==> config.mk <==
export PLATFORM = sky130hd
export DESIGN_NAME = load_store_unit
export DESIGN_NICKNAME = d
export VERILOG_FILES = /design/src/rtl/load_store_unit.sv
export SDC_FILE = /design/constraint.sdc
export NUM_CORES = 1
export LEC_CHECK = 0
export BUFFER_PORTS_ARGS = -buffer_cell sky130_fd_sc_hd__buf_2
export CAP_MARGIN = 15
export CELL_PAD_IN_SITES_DETAIL_PLACEMENT = 1
export CELL_PAD_IN_SITES_GLOBAL_PLACEMENT = 2
export CORE_MARGIN = 2
export CORE_UTILIZATION = 27
export CTS_CLUSTER_DIAMETER = 30
export DETAILED_ROUTE_END_ITERATION = 8
export GPL_ROUTABILITY_DRIVEN = 0
export MAX_ROUTING_LAYER = met4
export PLACE_DENSITY_LB_ADDON = 0.25
export SLEW_MARGIN = 5
export SYNTH_ARGS = -nofsm -noshare
export SYNTH_HDL_FRONTEND = slang
export SYNTH_SLANG_ARGS = --single-unit
export TNS_END_PERCENT = 30
==> constraint.sdc <==
create_clock -name clk -period 1.9 [get_ports clk]
set_input_delay 0.19 -clock clk [delete_from_list [all_inputs] [get_ports clk]]
set_output_delay 0.19 -clock clk [all_outputs]
set_load 0.1 [all_outputs]
==> src/rtl/load_store_unit.sv <==
// Load/store initiator for a word-addressed data memory with a one-cycle registered read.
// Handles sub-word loads (with extension) and sub-word stores (read-modify-write).
module load_store_unit #(
  parameter int unsigned MEM_WORDS = 101
) (
  input  logic        clk,
  input  logic        rst,
  input  logic        req,
  input  logic        we,
  input  logic [2:0]  funct3,
  input  logic [31:0] addr,
  input  logic [31:0] wdata,
  output logic [31:0] rdata,
  output logic        done,
  output logic        err,
  output logic        busy,
  output logic [31:0] mem_addr,
  output logic [31:0] mem_wdata,
  output logic        mem_we,
  input  logic [31:0] mem_rdata
);

  typedef enum logic [2:0] {StIdle, StRead, StCapture, StWrite, StDone} state_e;

  state_e      state_q, state_d;
  logic        we_q;
  logic [2:0]  funct3_q;
  logic [31:0] addr_q;
  logic [31:0] merge_q;
  logic [31:0] rdata_q;
  logic        err_q;

  logic        req_err;
  logic [7:0]  byte_sel;
  logic [15:0] half_sel;
  logic [31:0] load_val;
  logic [31:0] merge_d;

  always_comb begin
    req_err = 1'b0;
    unique case (funct3)
      3'b000, 3'b100: req_err = 1'b0;
      3'b001, 3'b101: req_err = addr[0];
      3'b010:         req_err = |addr[1:0];
      default:        req_err = 1'b1;
    endcase
    if ({2'b00, addr[31:2]} >= MEM_WORDS) req_err = 1'b1;
  end

  always_comb begin
    byte_sel = mem_rdata[7:0];
    unique case (addr_q[1:0])
      2'd0: byte_sel = mem_rdata[7:0];
      2'd1: byte_sel = mem_rdata[15:8];
      2'd2: byte_sel = mem_rdata[23:16];
      2'd3: byte_sel = mem_rdata[31:24];
    endcase
    half_sel = addr_q[1] ? mem_rdata[31:16] : mem_rdata[15:0];

    load_val = mem_rdata;
    unique case (funct3_q)
      3'b000:  load_val = {{24{byte_sel[7]}}, byte_sel};
      3'b100:  load_val = {24'h0, byte_sel};
      3'b001:  load_val = {{16{half_sel[15]}}, half_sel};
      3'b101:  load_val = {16'h0, half_sel};
      default: load_val = mem_rdata;
    endcase

    // merge_q still holds the store data when the old word arrives
    merge_d = mem_rdata;
    if (funct3_q[1:0] == 2'b00) begin
      unique case (addr_q[1:0])
        2'd0: merge_d[7:0]   = merge_q[7:0];
        2'd1: merge_d[15:8]  = merge_q[7:0];
        2'd2: merge_d[23:16] = merge_q[7:0];
        2'd3: merge_d[31:24] = merge_q[7:0];
      endcase
    end else if (addr_q[1]) begin
      merge_d[31:16] = merge_q[15:0];
    end else begin
      merge_d[15:0] = merge_q[15:0];
    end
  end

  always_comb begin
    state_d = state_q;
    unique case (state_q)
      StIdle: begin
        if (req) begin
          if (req_err)                      state_d = StDone;
          else if (we && funct3 == 3'b010)  state_d = StWrite;
          else                              state_d = StRead;
        end
      end
      StRead:    state_d = StCapture;
      StCapture: state_d = we_q ? StWrite : StDone;
      StWrite:   state_d = StDone;
      StDone:    state_d = StIdle;
      default:   state_d = StIdle;
    endcase
  end

  always_ff @(posedge clk) begin
    if (rst) begin
      state_q  <= StIdle;
      we_q     <= 1'b0;
      funct3_q <= 3'b000;
      addr_q   <= 32'h0;
      merge_q  <= 32'h0;
      rdata_q  <= 32'h0;
      err_q    <= 1'b0;
    end else begin
      state_q <= state_d;
      if (state_q == StIdle && req) begin
        we_q     <= we;
        funct3_q <= funct3;
        addr_q   <= addr;
        merge_q  <= wdata;
        err_q    <= req_err;
      end
      if (state_q == StCapture) begin
        if (we_q) merge_q <= merge_d;
        else      rdata_q <= load_val;
      end
    end
  end

  always_comb begin
    rdata     = rdata_q;
    busy      = (state_q != StIdle);
    done      = (state_q == StDone);
    err       = (state_q == StDone) && err_q;
    mem_we    = (state_q == StWrite) && !rst;
    mem_addr  = 32'h0;
    mem_wdata = 32'h0;
    if (state_q == StRead || state_q == StWrite) mem_addr = {2'b00, addr_q[31:2]};
    if (state_q == StWrite) mem_wdata = merge_q;
  end

endmodule

==> results of run 1 <==
## routing by layer
| layer | global-route usage | routed length (µm) | vias to the layer above |
|---|---|---|---|
| li1 | - | - | 2804 |
| met1 | 0.257 | 9790 | 2789 |
| met2 | 0.346 | 10800 | 195 |
| met3 | 0.0505 | 1440 | 34 |
| met4 | 0.0672 | 573 | 0 |
| met5 | - | 0 | - |
## what timing repair did
item,4_1_cts,5_1_grt
pin swaps,2,1
setup buffers,2,1
cloned,1,1
endpoints found under the setup margin,58,84
gates resized for setup,18,9
## final cells by class
| class | instances | area [µm²] | share of cell area |
|---|---|---|---|
| Timing Repair Buffer | 234 | 2330 | 0.281 |
| Tap cell | 265 | 332 | 0.0399 |
| Clock buffer | 11 | 233 | 0.0280 |
| Antenna cell | 1 | 2.50 | 0.000301 |
| Inverter | 12 | 45.0 | 0.00542 |
| Multi-Input combinational cell | 507 | 3190 | 0.384 |
| Clock inverter | 5 | 88.8 | 0.0107 |
| Sequential cell | 104 | 2090 | 0.251 |
## sequential cells by signal, summed over array words and instances (netlist names)
register and cells:
rdata 32, funct3_q 3, err_q 1, merge_q 32, state_q 3, addr_q 32, we_q 1
## cell usage in the layout (no fill, tap or decap), types with 8 or more instances in the layout
cell       count
a21oi_1       58
buf_12        70
o21ai_0       11
nand2_1      146
o22a_1         8
o22ai_1       24
a221oi_1       8
buf_4         25
buf_2        134
dfxtp_1      101
nor2_4         9
inv_1         12
and3_1        27
clkbuf_16     10
a31o_2         8
a311oi_1      15
and2_1        27
mux2i_1       12
a211oi_1      31
nor2_1        26
o21bai_1       8
nand2b_1      10
## synthesized netlist by cell type, types with 10 or more instances
cell      instances  area [µm²]
a311oi_1         15         131
and2_1           31         194
mux2i_1          12         120
o22ai_1          24         150
buf_2            21         105
nand2b_1         10        62.6
nor2_1           36         135
inv_1            12        45.0
a21oi_1          58         290
clkbuf_1         34         128
o21ai_0          11        55.1
and3_1           32         200
dfxtp_1         104        2080
a211oi_1         31         233
nand2_1         147         552
## report_power, final
| group | internal [W] | switching [W] | total [W] | leakage [nW] |
|---|---|---|---|---|
| Sequential | 0.00228 | 0.0000828 | 0.00236 | 0.852 |
| Clock | 0.00118 | 0.000912 | 0.00209 | 0.156 |
| Combinational | 0.000313 | 0.000498 | 0.000811 | 2.29 |
| Total | 0.00376 | 0.00149 | 0.00526 | 3.30 |
## worst max path at each step
stage	depth (start not counted)	slack, ns	start	to
floorplan	5	-0.17	state_q[0]	mem_addr[10]
global placement	4	0.11	state_q[2]	merge_q[1]
detailed placement	4	0.03	state_q[2]	merge_q[3]
CTS	4	0.003	state_q[2]	merge_q[1]
global route	7	-0.04	state_q[0]	mem_wdata[10]
finish	7	0.02	state_q[0]	mem_wdata[10]
## critical path, delay by kind of cell, from the launching register on
kind | cells | cell delay [ns]
and+or+nand+nor | 3 | 0.42
DFF | 1 | 0.35
buffers and inverters | 4 | 0.55
## per-stage QoR
step                worst slack (ns)  TNS, ns
floorplan                     -0.175    -5.60
global placement               0.109        0
detailed placement            0.0303        0
CTS                          0.00253        0
global route                 -0.0355   -0.119
finish                        0.0237        0
## logic make-up after synthesis
logic type / after synthesis
AND/OR/NAND/NOR: 298
buffers and inverters: 75
other: 1
flip-flops: 104
multiplexers: 20
AO/OA/AOI/OAI: 186
==> reports/summary.md, run 1 <==
On the final layout, the worst hold slack is 0.0743 ns. Summing every instance area after synthesis gives 0.00544 mm². Power spread over the standard cell area amounts to 633 mW/mm².

The run gives 272 as the first-iteration detailed-routing DRC count. With fillers left out, the area of the finished cells amounts to 0.00830 mm². TritonCTS built the clock tree. Counting flops and latches in the post-synthesis netlist gives 104. End of the worst register-to-register path: merge_q[10]. After detailed routing, the total wire length is 22.6 mm. The time the worst path needs with I/O delays and setup was 1.88 ns; the insertion delay of the later-clocked pin in the worst-skew pair was 0.36 ns. The area fraction in and, or, nand and nor cells after synthesis is 0.276, and the final critical-path share of the clock period is 0.988. Between clock sinks in the finished design, the worst skew comes to 0.0118 ns. STA classifies the critical path endpoint as an output port. Max-cap violations in this run came to 0. Data on the critical path is required at its endpoint by 1.71 ns. The top achievable clock speed is 533 MHz.

The run gives 0.653 as the worst-case headroom to the max-slew limit. The tools report the placed cell count as 1118. The logs give 4 for the total iterations of the first detailed-routing run and 34.6 mm for the first-pass GRT wire length. During synthesis, Yosys emitted a total of 0 warnings.

The logs give 0.00526 W for the total power and 203 for the count of pins on the block boundary. After clock tree synthesis, the flow added hold-fix buffers numbering 0. After detailed placement, the total cell area comes to 0.00780 mm². The die is 146 µm wide.

After clock tree synthesis, the clock-pin slew on the worst setup and hold paths is 0.08 ns. The fraction of the mapped netlist area in compound gates was 0.237. The flow ran to the end, and the final reports show no timing, DRC or antenna violations. Setup repair after global routing could not meet its margin everywhere. Setup violations remaining at the end of the flow were counted as 0.

The layout has 2300 filler cells. The share of cells above drive strength 1 is 0.351, and the number of max-slew violations in the final report is 0. The number of failing hold endpoints at the final stage was 0.

The path class of the tightest hold or removal check is in2reg. Synthesis instantiated 56 different standard cells from the library. In this design, the stage delay of the slowest critical-path cell is 0.35 ns. The initial core utilization was 0.278; the instance count of the mapped netlist was 684.

In this run, synthesis inferred 0 flip-flops with an integrated enable. After detailed routing, the number of vias per cell comes to 5.11. Highest-delay cell along the critical path: dfxtp_2.

The standard cell core area came out at 0.0196 mm². The tree built by TritonCTS fans out to 104 sinks. For this design the static power due to leakage is 3.30 nW. The row count came out at 51. The post-synthesis share of cell area spent on full adders, half adders and majority gates came out at 0.

For hold timing, the worst endpoint is addr_q[17]. The highest fanout seen on the critical path is 5. Dividing the detail-routed wire length by the instance count gives 19.9 µm.

The aggregate global-route resource usage was 0.212. Traced cell by cell, the critical path runs through buf_6 -> nor2b_4 -> buf_12 -> buf_12 -> nand2_8 -> nor2_4 -> buf_12. After the flow finishes, the layout carries non-filler instances totaling 1139. The maximum number of pins on one net before global-route repair is 45. The mean post-synth cell area works out to 7.95 µm². The final net count is 971. The run gives 6273 as the via count of the first global-routing pass.

The H-tree generated during clock tree synthesis spans 3 levels. The start point of the worst min-delay path is addr[17]. The clock passes through at most 2 buffers. After global routing the overflow that remains totals 0.

The tools report the startpoint type of the worst setup path as a flop. The peak ir drop on the vdd network was 405 µV. By startpoint and endpoint, the worst setup path is classified as reg2out.

The relative area change from synthesis to final layout came out at 52.8%. The routed layout has 5822 vias. The xor/xnor cell area share of the yosys netlist was 0; the DRC violation count after routing was 0.

For the end-of-flow core utilization, the log shows 0.424. In this run the remaining antenna-violating nets after routing total 0. The portion of netlist area occupied by mux cells works out to 0.0407. For this run, the leading register cell type out of synthesis is dfxtp_1. The die is 146 µm tall. In this run the critical register-to-register path is launched from state_q[0].

STA puts the critical path data arrival time at 1.69 ns. After synthesis, the largest family of logic cells by area is simple AND/OR/NAND/NOR gates. Share of synthesized registers carrying an async set or reset: 0. Counting cells, the worst reg-to-reg path comes to 4. The cell that appears most often on the critical path is buf_12.

Buffers inserted during clock tree synthesis total 9. The slew of the pin with the lowest slew margin was 0.515 ns. The initial antenna violation count was 0.

The HPWL after detailed placement is 17.4 mm. The run gives 0.383 as the sequential element share of the synthesized area. The worst hold path stage count was 3; the flop-to-flop setup slack was 0.13 ns. Buffer cell driving the clock tree root: clkbuf_16. The die covers 0.0213 mm².

The port buffer count works out to 200.
Note: power is estimated with default switching activity, not from simulation.
==> inputs of run 2 (changes only) <==
--- a/config.mk
+++ b/config.mk
@@ -7,7 +7,7 @@
 export LEC_CHECK = 0
 export BUFFER_PORTS_ARGS = -buffer_cell sky130_fd_sc_hd__buf_2
 export CAP_MARGIN = 15
-export CELL_PAD_IN_SITES_DETAIL_PLACEMENT = 1
+export CELL_PAD_IN_SITES_DETAIL_PLACEMENT = 2
 export CELL_PAD_IN_SITES_GLOBAL_PLACEMENT = 2
 export CORE_MARGIN = 2
 export CORE_UTILIZATION = 27
==> run 2 against run 1 <==
  * Sequential share of layout area rose by 0.057 points
  * Sequential power barely moved
  * Largest power group unchanged
  * Die area did not move
  * Utilization fell by 0.12 points
  * Flip-flop and latch count did not move
  * Highest routed layer unchanged
  * Combinational power rose by 3.3%
  * The run now ends with setup timing left
  * Worst hold slack barely moved
==> reports/summary.md, run 2 (same netlist as run 1, synthesis figures left out) <==
The run gives 0 (unchanged) as the number of max-slew violations in the final report. Insertion delay of the later-clocked pin in the worst-skew pair: 0.37 ns (about the same). End of the worst register-to-register path: merge_q[12]. For the count of placed standard cells in the final layout, fillers left out, the log shows 1140 (+0.088%). The post-CTS clock slew at the launch and capture registers of the worst setup and hold paths was 0.07 ns (about the same); the relative area change from synthesis to final layout was 52.3%.

The tools report the final count of negative-setup-slack endpoints as 2 (+2). Startpoint of the worst register-to-register path: state_q[2]. Setup repair after global routing could not meet its margin everywhere. The run gives 6048 (+3.9%) as the via count of the routed design. Type of the tightest min-delay check: in2reg. In the layout the commonest cells are nand2_1 (146), buf_2 (134), dfxtp_1 (102). The power density of the placed cells was 627 mW/mm² (-0.92%). The port buffer count is 200 (unchanged), and the total wire length is 24.6 mm (+8.9%). The routed wire length per instance is 21.6 µm (+8.8%). The logs give 0 (unchanged) for the global-route congestion overflow total and 0.0213 mm² (unchanged) for the die footprint. The vertical die dimension works out to 146 µm (unchanged).

The worst hold path stage count was 3 (unchanged). The run gives 0 (unchanged) as the number of hold-repair buffers added at the cts stage. For the max capacitance violation total, the log shows 0 (unchanged).

The row count was 51 (unchanged). The most used routing layer is met2. Highest-delay cell along the critical path: dfxtp_2. Count of pins on the block boundary: 203 (unchanged).

The flow ran to the end, but the final reports show violations. For the total power, the log shows 0.00519 W (-1.2%). TritonCTS built the clock tree. The maximum clock insertion buffer count was 2 (unchanged). The final net count was 973 (+0.21%). The final critical-path share of the clock period came out at 1.00 (+0.0159). The first-iteration detailed-routing DRC count came out at 259 (-4.8%).

Worst reg-to-reg path cell count: 4 (unchanged). Highest fanout seen on the critical path: 22 (+17). The placed cell count was 1118 (unchanged); the total half-perimeter wirelength after legalization and detailed placement was 18.7 mm (+7.8%).

The path with the worst hold slack has its endpoint at addr_q[21]. The clock sink count was 104 (unchanged); the detail-routed via count per cell was 5.31 (+3.8%). The met3 layer usage reported by global route is 0.0574 (+0.00690).

The H-tree level count is 3 (unchanged). Traced cell by cell, the critical path runs through buf_6 -> nor2b_4 -> buf_12 -> buf_8 -> and2_1 -> buf_12. The flop-to-flop setup slack is 0.02 ns (-0.11 ns), and the worst path required time is 1.71 ns (about the same). The number of failing hold endpoints at the final stage is 0 (unchanged), and the aggregate global-route resource usage is 0.232 (+0.0202).

The classification of the worst setup path is reg2out. For the via count of the first global-routing pass, the log shows 6712 (+7.0%). The tools report the final-layout setup total negative slack as -0.00692 ns (-0.00692 ns).

The number of nets with antenna violations after routing is 0 (unchanged), and the buffering stage count on the worst path with inverters included is 4 (unchanged). Among cell families on the critical path, the largest total delay comes from buffers and inverters. The met2 layer usage reported by global route is 0.399 (+0.0521). The dominant cell type by count on the critical path is buf_12.

For the worst hold-check slack, the log shows 0.0743 ns (+0.0000107 ns). The standard cell core area was 0.0196 mm² (unchanged). The time the worst path needs with I/O delays and setup is 1.91 ns (+0.0303 ns), and the initial core utilization is 0.278 (unchanged). The maximum cell stage delay along the critical path was 0.35 ns (about the same); the arrival time of the worst setup path was 1.72 ns (+0.03 ns). The logs give 37.6 mm (+8.8%) for the first-pass GRT wire length and 4 (unchanged) for the total iterations of the first detailed-routing run.

Leaving out fill and tap cells, the most frequent cell in the layout is nand2_1. The DRC violation count after routing came out at 0 (unchanged). The worst setup path is captured at an output port. For the number of buffers added by the clock tree synthesis step, the log shows 9 (unchanged). The die width works out to 146 µm (unchanged). The run gives 3.31 nW (+0.49%) as the static leakage power. STA classifies the critical path startpoint as a flop.

The share of cells above drive strength 1 is 0.353 (+0.00263), and the maximum number of pins on one net before global-route repair is 45 (unchanged). Buffer cell driving the clock tree root: clkbuf_16. The final antenna diode count came out at 0 (-1). The run gives 0.560 (-0.0931) as the worst-case headroom to the max-slew limit. Smallest setup slack after layout: -0.00660 ns (-0.0303 ns). The run gives 0 (unchanged) as the initial antenna violation count.

In this run the most critical hold path is launched from addr[21]. The logs give 524 MHz (-1.6%) for the top achievable clock speed and 0.0128 ns (+0.00100 ns) for the largest clock skew in the final design. Slew of the pin with the lowest slew margin: 0.658 ns (+0.143 ns). The met1 track utilization from global routing was 0.267 (+0.00958); the peak ir drop on the vdd network was 436 µV (+7.6%).

The final reports fail on setup timing.
[run 2: worst register-to-register path, stage by stage (launching register included)]
cell and delay (ns):
dfxtp_1 0.33, or4b_2 0.80, nand2_8 0.15, o31ai_4 0.15, a221oi_1 0.36
[run 2: power by group]
part           leakage [nW]  internal (W)  switching [W]  total [W]
Sequential            0.852       0.00228      0.0000820    0.00236
Clock                 0.140       0.00107       0.000928    0.00200
Combinational          2.32      0.000317       0.000521   0.000838
Total                  3.31       0.00366        0.00153    0.00519
[run 2: repair_timing]
item	CTS	global route
setup buffers	3	1
gates cloned	1	1
pin swaps	1	3
endpoints found under the setup margin	58	74
gates resized for setup	12	16
[run 2: layout make-up]
class	instances	area (µm²)
fillers	2197	11300
multi-input cells	507	3170
repair buffers	236	2340
flip-flops and latches	104	2080
well taps	265	332
clock buffers	11	243
clock inverters	5	63.8
inverters	12	45.0
[run 2: worst max-delay path by stage]
stage	from	end	slack (ns)	cells past startpoint
floorplan	state_q[0]	mem_addr[10]	-0.17	5
global placement	state_q[2]	merge_q[1]	0.11	4
detailed placement	state_q[2]	merge_q[1]	0.01	4
CTS	state_q[2]	merge_q[1]	0.0005	4
global route	state_q[0]	mem_addr[12]	-0.05	6
finish	state_q[0]	mem_addr[3]	-0.007	6
[run 2: per-stage QoR]
step	area, µm²	util	worst slack, ns
global placement	7800	0.398	0.109
CTS	8190	0.418	0.000503
detailed placement	7800	0.398	0.0138
floorplan	5540	-	-0.175
finish	8280	0.423	-0.00660
global route	8280	0.423	-0.0506
[run 2: metal layers]
metal  vias to the layer above  part of all wire
li1                       2802                 -
met5                         -                 0
met1                      3022              0.41
met3                        27             0.062
met4                         0             0.020
met2                       197              0.51
==> inputs of run 3 (changes only) <==
--- a/config.mk
+++ b/config.mk
@@ -14,7 +14,6 @@
 export CTS_CLUSTER_DIAMETER = 30
 export DETAILED_ROUTE_END_ITERATION = 8
 export GPL_ROUTABILITY_DRIVEN = 0
-export MAX_ROUTING_LAYER = met4
 export PLACE_DENSITY_LB_ADDON = 0.25
 export SLEW_MARGIN = 5
 export SYNTH_ARGS = -nofsm -noshare
==> constraint.sdc (replaced) <==
create_clock -name clk -period 1.9 [get_ports clk]
set_input_delay 0 -clock clk [delete_from_list [all_inputs] [get_ports clk]]
set_output_delay 0 -clock clk [all_outputs]
set_load 0.1 [all_outputs]
==> run 3 against run 2 <==
  * The flow now finishes without violations
  * Power is 1.0% higher
  * Routed wire length is 10% higher
  * Design area is 8.0% higher
  * Clock power is 5% lower
  * Worst hold slack worse by 0.069 ns
  * Critical endpoint is now mem_addr[12]
  * Combinational power is 17% higher
  * Sequential share of layout area is 1.9 points lower
  * Sequential power hardly changed
==> reports/summary.md, run 3 (same netlist as run 1, synthesis figures left out) <==
The run gives 6334 (+4.7%) as the via count of the routed design. The number of filler instances in the final layout was 2103 (-4.3%); the total iterations of the first detailed-routing run was 4 (unchanged). STA classifies the critical path startpoint as a flop. For the total half-perimeter wirelength after legalization and detailed placement, the log shows 18.6 mm (-0.78%).

The final net count is 1048 (+7.7%), and the reported net switching power is 0.00152 W (-0.70%). The number of nets with antenna violations after routing was 0 (unchanged); the die footprint was 0.0213 mm² (unchanged). The cell-internal power came out at 0.00373 W (+1.7%).

The run gives 1117 (-0.089%) as the placed cell count. The run gives 242 (-6.6%) as the first-iteration detailed-routing DRC count. The share of cells above drive strength 1 was 0.312 (-0.0412). The detail-routed via count per cell was 5.21 (-1.7%). The max capacitance violation total came out at 0 (unchanged). Arrival time of the worst setup path: 1.83 ns (+0.11 ns).

In the layout the commonest cells are nand2_1 (146), buf_2 (135), dfxtp_1 (104). Port buffer count: 200 (unchanged). The final critical-path share of the clock period was 0.961 (-0.0423).

The sequential group share of total power was 0.450 (-0.004). The buffer cell driving the clock tree root is clkbuf_16. Total power: 0.00525 W (+1.0%).

The library cell used most frequently in the layout, excluding fill and tap cells, is nand2_1. The maximum clock insertion buffer count was 2 (unchanged). The peak ir drop on the vdd network came out at 424 µV (-2.7%). The final count of negative-setup-slack endpoints is 0 (-2), and the initial core utilization is 0.278 (unchanged).

The logs give 0.631 (+0.0710) for the worst-case headroom to the max-slew limit and 0.0127 ns (-0.000103 ns) for the largest clock skew in the final design. Routed wire length per instance: 22.4 µm (+3.5%). Highest fanout seen on the critical path: 21 (-4.5%). The run gives 42.7 mm (+14%) as the first-pass GRT wire length. TritonCTS built the clock tree. The power density of the placed cells is 587 mW/mm² (-6.5%), and the vertical die dimension is 146 µm (unchanged).

The part of the power in the clock network came out at 0.362 (-0.022). The initial antenna violation count is 0 (unchanged), and the insertion delay of the later-clocked pin in the worst-skew pair is 0.36 ns (about the same). Finished layout cell area: 0.00894 mm² (+8.0%).

Compared with the post-synthesis result, the final layout area differs by 64.5%. The time the worst path needs with I/O delays and setup is 1.83 ns (-0.0804 ns), and the count of pins on the block boundary is 203 (unchanged). The logs give 50 (+11%) for the maximum number of pins on one net before global-route repair and 0.188 (+0.027) for the combinational fraction of design power. The footprint of the multi-input gates was 0.00312 mm² (-1.7%); the proportion of total power due to net switching was 0.290 (-0.00499). Total wire length: 27.2 mm (+10%). The row count is 51 (unchanged). The count of placed standard cells in the final layout, fillers left out was 1215 (+6.6%).

The tools report the number of failing hold endpoints at the final stage as 0 (unchanged). The run gives 0 (unchanged) as the DRC violation count after routing. The worst setup path is of the reg2out kind.

The run gives 548 MHz (+4.4%) as the top achievable clock speed. The standard cell core area was 0.0196 mm² (unchanged). The tools report the clock sink count as 104 (unchanged). The logs give 3 (unchanged) for the H-tree level count and 0 (unchanged) for the global-route congestion overflow total. The type of the tightest min-delay check was in2reg.

Worst hold-check slack: 0.00533 ns (-0.0690 ns). The footprint of the flip-flops and latches was 0.00208 mm² (-0.12%). The via count of the first global-routing pass came out at 7219 (+7.6%). The post-CTS clock slew at the launch and capture registers of the worst setup and hold paths was 0.07 ns (about the same). The tools report the number of buffers added by the clock tree synthesis step as 9 (unchanged). The category of the worst setup path capture point is an output port. The flow ran to the end, and the final reports show no timing, DRC or antenna violations.

The logs give 0.00773 mm² (-0.98%) for the post-placement cell area and 0 (unchanged) for the number of max-slew violations in the final report. Setup repair after global routing could not meet its margin everywhere. The die width is 146 µm (unchanged), and the aggregate global-route resource usage is 0.255 (+0.0229). The slew of the pin with the lowest slew margin was 0.548 ns (-0.110 ns); the static leakage power was 3.62 nW (+9.2%). For the worst path required time, the log shows 1.90 ns (+0.19 ns).
[run 3: per-layer routing]
layer,vias up,part of all wire,track usage
met5,-,0,0
met4,0,0.023,0.0789
met3,39,0.061,0.0627
met2,203,0.52,0.471
met1,3139,0.39,0.287
li1,2953,-,-
[run 3: worst max-delay path: stages (launching register included)]
cell     delay (ns)
dfxtp_1        0.36
buf_6          0.17
nor2b_4        0.22
buf_4          0.15
buf_12         0.14
and2_1         0.21
buf_12         0.19
[run 3: layout make-up]
cell class | instances | area share
multi-input cells | 506 | 0.349
repair buffers | 312 | 0.344
flip-flops and latches | 104 | 0.233
well taps | 265 | 0.0371
clock buffers | 11 | 0.0260
clock inverters | 4 | 0.00616
inverters | 12 | 0.00504
diodes | 1 | 0.000280
[run 3: path summary, 6_finish.rpt]
| path | cells after the start | startpoint | end | slack (ns) |
|---|---|---|---|---|
| worst max-delay path | 6 | state_q[0] | mem_addr[12] | 0.07 |
| worst min-delay path | 4 | wdata[26] | merge_q[26] | 0.005 |
| worst max register to register | 5 | state_q[2] | merge_q[18] | 0.10 |
| worst min register to register | 2 | addr_q[28] | addr_q[28] | 0.46 |
[run 3: what timing repair did]
action,in CTS,in global routing
hold buffers,79,1
hold endpoints to repair,76,1
setup buffers,0,2
setup endpoints to repair,18,70
gates resized for setup,10,22
[run 3: power by group through the flow]
stage	clock network, W	registers [W]	logic (W)
2_1_floorplan	0	0.00237	0.000499
3_3_place_gp	0	0.00240	0.000782
3_5_place_dp	0	0.00241	0.000815
4_1_cts	0.00194	0.00236	0.000948
5_1_grt	0.00203	0.00237	0.00106
6_report	0.00190	0.00236	0.000984
[run 3: per-stage QoR]
| stage | worst slack [ns] | setup TNS [ns] | utilization |
|---|---|---|---|
| after floorplan | -0.451 | -4.91 | - |
| after global placement | 0.0459 | 0 | 0.394 |
| after detailed placement | -0.0205 | -0.0335 | 0.394 |
| after CTS | -0.0138 | -0.0437 | 0.451 |
| after global routing | -0.0290 | -0.183 | 0.456 |
| final | 0.0738 | 0 | 0.457 |
